File: src/rtl/counter_pkg.sv
// Shared constants for the counter family: direction and boundary-mode encodings.
package counter_pkg;

  localparam logic DIR_UP    = 1'b1;
  localparam logic DIR_DOWN  = 1'b0;

  localparam logic MODE_WRAP = 1'b0;
  localparam logic MODE_SAT  = 1'b1;

endpackage

File: src/rtl/counter_prescaler.sv
// Enable-rate divider: tick_o fires on every PRESCALE-th en_i cycle.
// Instantiated by counter_updown only when COUNTER_UPDOWN_PRESCALER_EN is defined.
module counter_prescaler #(
  parameter int unsigned PRESCALE = 4
) (
  input  logic clk_i,
  input  logic rst_ni,
  input  logic en_i,
  input  logic clr_i,
  output logic tick_o
);

  // Keep at least one bit so PRESCALE=1 still elaborates (the counter then sits at 0).
  localparam int unsigned PW = (PRESCALE > 1) ? $clog2(PRESCALE) : 1;
  localparam logic [PW-1:0] LAST = PW'(PRESCALE - 1);

  logic [PW-1:0] pre_q;

  always_ff @(posedge clk_i or negedge rst_ni) begin
    if (!rst_ni) begin
      pre_q <= '0;
    end else if (clr_i) begin
      pre_q <= '0;
    end else if (en_i) begin
      pre_q <= (pre_q == LAST) ? '0 : pre_q + PW'(1);
    end
  end

  assign tick_o = en_i && (pre_q == LAST);

endmodule

File: src/rtl/counter_updown.sv
// Parametrised up/down counter with load, clear, wrap/saturate, tc pulse and sticky overflow.
// Optional enable prescaler compiled in with COUNTER_UPDOWN_PRESCALER_EN.
module counter_updown
  import counter_pkg::*;
#(
  parameter int unsigned BW       = 8,
  parameter int unsigned MAX      = 2**BW - 1,
  parameter int unsigned PRESCALE = 4
) (
  input  logic          clk_i,
  input  logic          rst_ni,
  input  logic          en_i,
  input  logic          up_i,
  input  logic          clr_i,
  input  logic          load_i,
  input  logic [BW-1:0] load_val_i,
  input  logic          sat_i,
  output logic [BW-1:0] count_o,
  output logic          tc_o,
  output logic          ovf_o
);

  localparam logic [BW-1:0] MAX_V = BW'(MAX);

  if ((BW < 2) || (MAX < 1) || (MAX > 2**BW - 1) || (PRESCALE < 1)) begin : g_param_check
    $error("counter_updown: illegal BW/MAX/PRESCALE combination");
  end

  logic          step;
  logic [BW-1:0] count_q, count_d;
  logic          tc_q, tc_d;
  logic          ovf_q, ovf_d;

`ifdef COUNTER_UPDOWN_PRESCALER_EN
  // Load also restarts the prescaler so a fresh value gets a full division period.
  counter_prescaler #(
    .PRESCALE (PRESCALE)
  ) u_prescaler (
    .clk_i  (clk_i),
    .rst_ni (rst_ni),
    .en_i   (en_i),
    .clr_i  (clr_i | load_i),
    .tick_o (step)
  );
`else
  assign step = en_i;
`endif

  always_comb begin
    count_d = count_q;
    tc_d    = 1'b0;
    ovf_d   = ovf_q;
    if (clr_i) begin
      count_d = '0;
      ovf_d   = 1'b0;
    end else if (load_i) begin
      count_d = (load_val_i > MAX_V) ? MAX_V : load_val_i;
    end else if (step) begin
      if (up_i == DIR_UP) begin
        if (count_q == MAX_V) begin
          tc_d    = 1'b1;
          ovf_d   = 1'b1;
          count_d = (sat_i == MODE_SAT) ? MAX_V : '0;
        end else begin
          count_d = count_q + BW'(1);
        end
      end else begin
        if (count_q == '0) begin
          tc_d    = 1'b1;
          ovf_d   = 1'b1;
          count_d = (sat_i == MODE_WRAP) ? MAX_V : '0;
        end else begin
          count_d = count_q - BW'(1);
        end
      end
    end
  end

  always_ff @(posedge clk_i or negedge rst_ni) begin
    if (!rst_ni) begin
      count_q <= '0;
      tc_q    <= 1'b0;
      ovf_q   <= 1'b0;
    end else begin
      count_q <= count_d;
      tc_q    <= tc_d;
      ovf_q   <= ovf_d;
    end
  end

  assign count_o = count_q;
  assign tc_o    = tc_q;
  assign ovf_o   = ovf_q;

endmodule

File: config.mk
export PLATFORM = sky130hd
export DESIGN_NAME = counter_updown
export DESIGN_NICKNAME = d
export VERILOG_FILES = /design/src/rtl/counter_pkg.sv /design/src/rtl/counter_prescaler.sv /design/src/rtl/counter_updown.sv
export SDC_FILE = /design/constraint.sdc
export NUM_CORES = 1
export LEC_CHECK = 0
export CORE_MARGIN = 1.5
export CORE_UTILIZATION = 50
export CTS_CLUSTER_SIZE = 14
export DETAILED_ROUTE_END_ITERATION = 10
export PLACE_DENSITY = 0.9
export SYNTH_ARGS = -nofsm -noshare
export SYNTH_HDL_FRONTEND = slang
export SYNTH_SLANG_ARGS = --single-unit
File: constraint.sdc
create_clock -name clk_i -period 4.5 [get_ports clk_i]
set_input_delay 1.125 -clock clk_i [delete_from_list [all_inputs] [get_ports clk_i]]
set_output_delay 1.125 -clock clk_i [all_outputs]
set_load 0.005 [all_outputs]
# == Word level (Yosys, flattened, before mapping) ==
# Cells that the tools add are included.
# totals
out_inout_bits,10
regBits,10
input_bits,15
# classes
n_mux,21
n_eq_ne,3
add_sub_neg,2
n_reduce_logical,5
order_cmp,1
# op_table
operator,count
$mux 8,9
$mux 1,12
$add 8x1->8 const B,1
$eq 8x8->1 const B,1
$gt 8x8->1 const B,1
$logic_not 8->1,1
$sub 8x1->8 const B,1
$reduce_bool 3->1,2
$reduce_and 4->1,1
$ne 3x1->1 const B,1
$ne 2x2->1 const B,1
$reduce_bool 2->1,1

# == Longest topological paths before layout ==
# Gate-level depths: netlist (run 1).
# logic_depth
word_depth,6
ltp_mapped,7

# == Least setup slack after synthesis (run 1) ==
# Ideal clock, no wire load.
# synth_path
kind,input port to flip-flop
start,in load_i
end,"reg count_q[5], in the netlist count_o[5]"
slack_ns,2.337
setup_ns,0.142
arrival_time_ns,2.021
required_time_ns,4.358
stages,5
path_cell_list,clkbuf_1 -> buf_1 -> nor2_1 -> a21boi_0 -> o221ai_1
# synth_via
elab_chain_len,2
word_cells_on_any_way,3
cone_classes,mux: 2; reduce/logical: 1
# synth_rtl
item,line,rtl
from (decl),counter_updown.sv:15,"input logic load_i,"
$mux 8,counter_updown.sv:56,end else if (load_i) begin
$mux 8,counter_updown.sv:53,if (clr_i) begin
to (signal assigned),counter_updown.sv:85,count_q <= count_d;
to (decl),counter_updown.sv:30,"logic [BW-1:0] count_q, count_d;"
# Parallel ways exist; a longest one is shown, timed or not.
# A chain may end at the register's enable or synchronous reset.

# == Worst setup path in the final report (run 1) ==
# layout_path
start,in up_i
end,"reg count_q[6], in the netlist count_o[6]"
# layout_via
elab_chain_len,4
# layout_rtl
item,line,rtl
from (decl),counter_updown.sv:13,"input logic up_i,"
$mux 8,counter_updown.sv:59,if (up_i == DIR_UP) begin
$mux 8,counter_updown.sv:58,end else if (step) begin
$mux 8,counter_updown.sv:56,
$mux 8,counter_updown.sv:53,
# No other way between the ends. The select of a mux whose other input is x is not followed.

==> impl_metrics.yaml, run 1 <==
setup_path:
  r2r_slack_ns: 2.31
  crit_fanout: 13
  rr_worst_depth: 5
  critical_path.cell_chain: "clkdlybuf4s50_1, clkinv_1, a311oi_2, a221oi_1, a221o_1"
  cpMaxStageDelayCell: "clkdlybuf4s50_1"
  worstSetupPathType: "input port to register"
  required_ns: 4.67
  slowest_delay_ns: 0.78
  worst_setup_path_end_kind: "register"
  reg2reg_from: "count_o[0]"
  r2r_end: "count_o[1]"
  startpoint_type: "input port"
  critPathArrivalTime_ns: 3.05
timing:
  fmax_mhz: 348
  rsz0062_at_grt: "no"
  finalCriticalPeriod_ns: 2.88
  drv_slew: 0
  setup_viol: 0
  fin_skew_ns: 0.00827
  slew_headroom: 0.516
  final.setup.worst_slack_ns: 1.62
  hold_viol_final: 0
  worst_hold_slack_ns: 0.546
  worst_pin_slew_ns: 0.724
  tns_ns: 0
  fin_crit_sh: 0.639
clocking:
  root_buffer: "clkbuf_4"
  clock_latency_ns: 0.28
  cts_tree: "done"
  cts_htree_levels: 1
  post-cts-setup-buffers: 0
  clkTransAtPathRegs_ns: 0.09
  cts_num_sinks: 10
  clock_path_buffers: 2
  ctsHoldBuffers: 0
  cts_resized: 0
  cts_buffers: 3
placed_design:
  numPortBuffers: 24
  dpl.cell_count: 183
  hpwl_microns: 2400
  pre_cts_slack_ns: 1.40
  place.gp.congestion: 0.986
  placed_cell_area_sq_um: 1330
grt:
  use_met1: 0.378
  antenna_found_initial: 0
  grtUsageMet2: 0.456
  grt_max_degree: 21
  overflow: 0
  use_met3: 0.0234
  gr-usage-all-layers: 0.282
  grt_pass1_vias: 1203
  grt.busiest_layer: "met2"
  grt_first_pass_wirelength_microns: 5530
synth:
  synth_seq_area_share: 0.218
  synthArstFlopShare: 1.00
  syn_area_sq_um: 1150
  synth_top_area_frac: 0.218
  synthSimpleGateAreaFrac: 0.245
  synth_adder_area_share: 0.0328
  synthesis.nets: 167
  yosysMostFrequentCell: "a21oi_1"
  ys_types: 53
  syn_inst: 149
  ys_ff_latch: 10
  synth-xor-area-share: 0.0306
  yosys_warnings: 0
  yosys.area.top_type: "dfrtp_1"
  synth_top_family_by_area: "compound AO/OA/AOI/OAI gates"
  synth_compound_area_frac: 0.372
  synth_edf_count: 0
  ys_top_cells_by_area: "dfrtp_1 (22%), a21oi_1 (4.8%), a31oi_1 (3.8%)"
  avgSynthCellArea_sq_um: 7.69
  synthFlopType: "dfrtp_1"
  ys_top_cells_by_count: "a21oi_1 (11), dfrtp_1 (10), clkbuf_1 (8), nand2_1 (8)"
  synth_mux_area_frac: 0.00873
pwr:
  power.density_nw_per_um2: 250
  leakagePower_nw: 0.519
  ir_worst_vdd_mv: 0.118
  total_power_mw: 0.341
floorplan:
  die_h_microns: 50.9
  core_area_sq_um: 2190
  dieArea_sq_um: 2590
  die_x_microns: 50.9
  initial_core_util: 0.523
  io_pins: 25
  fp-row-count: 17
worst_hold_path:
  hold_path_class: "register to register"
  whs_path_depth: 1
  whs_endpoint: "ovf_o"
  worstHoldStart: "ovf_o"
cells_and_area:
  stdcell_count: 187
  nFillCells: 206
  area_growth_pct: 19.2
  fin_nets: 178
  utilization: 0.624
  antennaDiodeCount: 0
  design_area_sq_um: 1370
  final_layout_size_suffix_gt1_frac: 0.0566
detailed_routing:
  vias: 1282
  detail_route.iter0.violations: 97
  drc: 0
  wl_per_cell_microns: 18.4
  wirelength_microns: 3440
  drtAntennaViolNets: 0
  via_per_inst: 6.86
  first_pass_iters: 5
outcome:
  outcome: "finished, final reports clean"
flow_run:
  drv_cap: 0
==> worst max path at each step <==
| stage | cells after the start | start | end |
|---|---|---|---|
| floorplan | 5 | load_i | count_o[5] |
| global route | 4 | load_i | count_o[7] |
| global placement | 5 | up_i | count_o[6] |
| CTS | 5 | up_i | count_o[6] |
| detailed placement | 5 | up_i | count_o[6] |
| finish | 5 | up_i | count_o[6] |
==> where the power goes <==
part	internal, mW	leakage, nW	switching (mW)	total [mW]
Sequential	0.0969	0.133	0.0245	0.121
Combinational	0.0643	0.365	0.0653	0.130
Clock	0.0492	0.0210	0.0409	0.0901
==> worst max-delay path, delay by kind of cell <==
family,cells,cell delay (ns)
compound gates,3,0.73
buf+inv,2,1.20
==> cell type report <==
| type | count | area, sq um | area share |
|---|---|---|---|
| Multi-Input combinational cell | 117 | 790 | 0.578 |
| Sequential cell | 10 | 250 | 0.183 |
| Timing Repair Buffer | 24 | 240 | 0.176 |
| Clock buffer | 4 | 36.3 | 0.0266 |
| Tap cell | 28 | 35.0 | 0.0256 |
| Inverter | 4 | 15.0 | 0.0110 |
==> flip-flops by register name, indices dropped and copies added, names as in the netlist <==
| register | cells |
|---|---|
| count_o | 8 |
| ovf_o | 1 |
| tc_o | 1 |
==> cells in the final DEF (no fill, tap or decap), types with 2 or more instances in the layout <==
cell             instances
clkdlybuf4s50_1         24
nand2_1                  8
a31oi_1                  7
nor3b_1                  3
xor2_1                   3
inv_1                    3
nor4_1                   2
nand4_1                  3
nor3_1                   7
ha_1                     3
o21ai_0                  7
nand3_1                  5
nor2b_1                  4
a21boi_0                 3
and3_1                   4
a21o_1                   2
o21bai_1                 2
clkbuf_4                 3
a21oi_1                 11
nor2_1                   6
o21a_1                   2
a41o_1                   2
o2111ai_1                2
a211oi_1                 2
dfrtp_1                 10
o211ai_1                 5
and4_1                   2
==> metal layers <==
metal,wire (microns),vias to the layer above,part of all wire
met5,0,-,0
li1,-,591,-
met2,1640,73,0.48
met1,1420,609,0.41
met4,75,0,0.022
met3,306,9,0.089
==> cells by family after synthesis <==
group | after synthesis
AO/OA/AOI/OAI | 59
AND/OR/NAND/NOR | 50
buffers and inverters | 22
flip-flops | 10
XOR/XNOR | 4
adder cells (fa/ha/maj) | 3
multiplexers | 1
No activity file was read; power rests on OpenSTA's default activity.
==> run 2: changes to the inputs <==
--- a/config.mk
+++ b/config.mk
@@ -6,10 +6,10 @@
 export NUM_CORES = 1
 export LEC_CHECK = 0
 export CORE_MARGIN = 1.5
-export CORE_UTILIZATION = 50
+export CORE_UTILIZATION = 45
 export CTS_CLUSTER_SIZE = 14
 export DETAILED_ROUTE_END_ITERATION = 10
-export PLACE_DENSITY = 0.9
+export PLACE_DENSITY = 0.86
 export SYNTH_ARGS = -nofsm -noshare
 export SYNTH_HDL_FRONTEND = slang
 export SYNTH_SLANG_ARGS = --single-unit
==> constraint.sdc (replaced) <==
create_clock -name clk_i -period 2.3 [get_ports clk_i]
set_input_delay 0.575 -clock clk_i [delete_from_list [all_inputs] [get_ports clk_i]]
set_output_delay 0.575 -clock clk_i [all_outputs]
set_load 0.005 [all_outputs]
==> impl_metrics.yaml, run 2 (synthesis results as in run 1) <==
detailed_routing:
  detail_route.iter0.violations: 98
  vias: 1372
  first_pass_iters: 4
  via_per_inst: 6.69
  drtAntennaViolNets: 0
  wirelength_microns: 3770
  wl_per_cell_microns: 18.4
  drc: 0
setup_path:
  startpoint_type: "register"
  r2r_slack_ns: 0.20
  worstSetupPathType: "register to output port"
  crit_fanout: 16
  cpMaxStageDelayCell: "dfrtp_1"
  r2r_end: "count_o[0]"
  critPathTopFamily: "flip-flops"
  critical_path.cell_chain: "clkdlybuf4s50_1"
  rr_worst_depth: 6
  path_buf_inv: 1
  reg2reg_from: "count_o[0]"
  worst_setup_path_end_kind: "output port"
  critPathArrivalTime_ns: 1.52
  required_ns: 1.73
  slowest_delay_ns: 0.64
pwr:
  power.density_nw_per_um2: 471
  leakagePower_nw: 0.600
  p_sw_frac: 0.381
  p_int_mw: 0.434
  ir_worst_vdd_mv: 0.299
  power_frac_seq: 0.325
  combPwrFrac: 0.422
  clkPwrFrac: 0.253
  switchingPower_mw: 0.267
placed_design:
  place.gp.congestion: 1.05
  numPortBuffers: 24
  hpwl_microns: 2810
outcome:
  outcome: "finished, final reports clean"
worst_hold_path:
  hold_path_class: "register to register"
  whs_endpoint: "ovf_o"
  worstHoldStart: "ovf_o"
  whs_path_depth: 1
floorplan:
  dieArea_sq_um: 2860
  die_x_microns: 53.5
  core_area_sq_um: 2430
  initial_core_util: 0.471
  die_h_microns: 53.5
  fp-row-count: 18
  io_pins: 25
clocking:
  ctsHoldBuffers: 0
  cts_tree: "done"
  root_buffer: "clkbuf_4"
  cts_buffers: 3
  post-cts-setup-buffers: 0
  clock_latency_ns: 0.28
  cts_resized: 0
  clkTransAtPathRegs_ns: 0.08
  cts_htree_levels: 1
  cts_num_sinks: 10
  clock_path_buffers: 2
timing:
  tns_ns: 0
  slew_headroom: 0.662
  setup_viol: 0
  finalCriticalPeriod_ns: 2.10
  worst_pin_slew_ns: 0.505
  drv_slew: 0
  rsz0062_at_grt: "no"
  fin_skew_ns: 0.00273
  hold_viol_final: 0
  fmax_mhz: 477
  fin_crit_sh: 0.912
grt:
  grt_pass1_vias: 1269
  overflow: 0
  grt_max_degree: 17
  gr-usage-all-layers: 0.292
  grt_first_pass_wirelength_microns: 6020
  antenna_found_initial: 0
cells_and_area:
  largest_reg_flops: 8
  antennaDiodeCount: 0
  layout_common_cells: "clkdlybuf4s50_1 (24), buf_4 (16), a21oi_1 (11)"
  area_growth_pct: 29.9
  final_common_cell: "clkdlybuf4s50_1"
  utilization: 0.612
  final_layout_size_suffix_gt1_frac: 0.143
  fin_nets: 194
flow_run:
  drv_cap: 0
run 2: changes by cell type in the layout (fill, tap and decap cells not counted):
cell	change
buf_4	+16
run 2: power by group through the flow:
stage / Sequential (mW) / Combinational, mW / Clock (mW)
detailed placement: 0.230 / 0.289 / 0
global placement: 0.228 / 0.281 / 0
global route: 0.232 / 0.320 / 0.186
finish: 0.228 / 0.296 / 0.178
CTS: 0.226 / 0.290 / 0.171
floorplan: 0.209 / 0.196 / 0
run 2: worst reg2reg max path: stages, from the launching register on:
cell	delay [ns]
dfrtp_1	0.45
inv_1	0.15
ha_1	0.24
or3b_2	0.52
o21ai_0	0.21
o311ai_0	0.16
a211oi_1	0.28
run 2: worst max-delay path by stage:
stage	slack [ns]	depth (start not counted)	start	to
after detailed placement	0.17	4	sat_i	count_o[4]
after floorplan	0.35	7	count_o[0]	count_o[0]
after CTS	0.21	1	count_o[6]	count_o[6]
after global routing	0.10	6	count_o[0]	count_o[0]
final	0.20	1	count_o[6]	count_o[6]
after global placement	0.21	4	sat_i	count_o[4]
run 2: area by class of cell:
cell class	instances	area, sq um
fill	210	943
multi-input combinational	117	790
timing repair buffer	40	360
sequential	10	250
tap	30	37.5
clock buffer	4	36.3
inverter	4	15.0
run 2: layer usage:
| metal | up-vias | track usage | wire length [microns] |
|---|---|---|---|
| met2 | 82 | 0.465 | 1790 |
| met1 | 641 | 0.385 | 1570 |
| met3 | 20 | 0.0282 | 278 |
| li1 | 629 | - | - |
| met5 | - | 0 | 0 |
| met4 | 0 | 0.150 | 128 |
run 2: per-stage QoR:
step	setup slack [ns]	instance area [sq um]	hold WS [ns]	cells	power, mW
CTS	0.214	1490	0.511	205	0.687
floorplan	0.350	1150	0.279	149	0.405
finish	0.202	1490	0.508	205	0.702
global route	0.100	1490	0.545	205	0.738
detailed placement	0.166	1450	0.493	201	0.519
global placement	0.214	1450	0.487	201	0.509
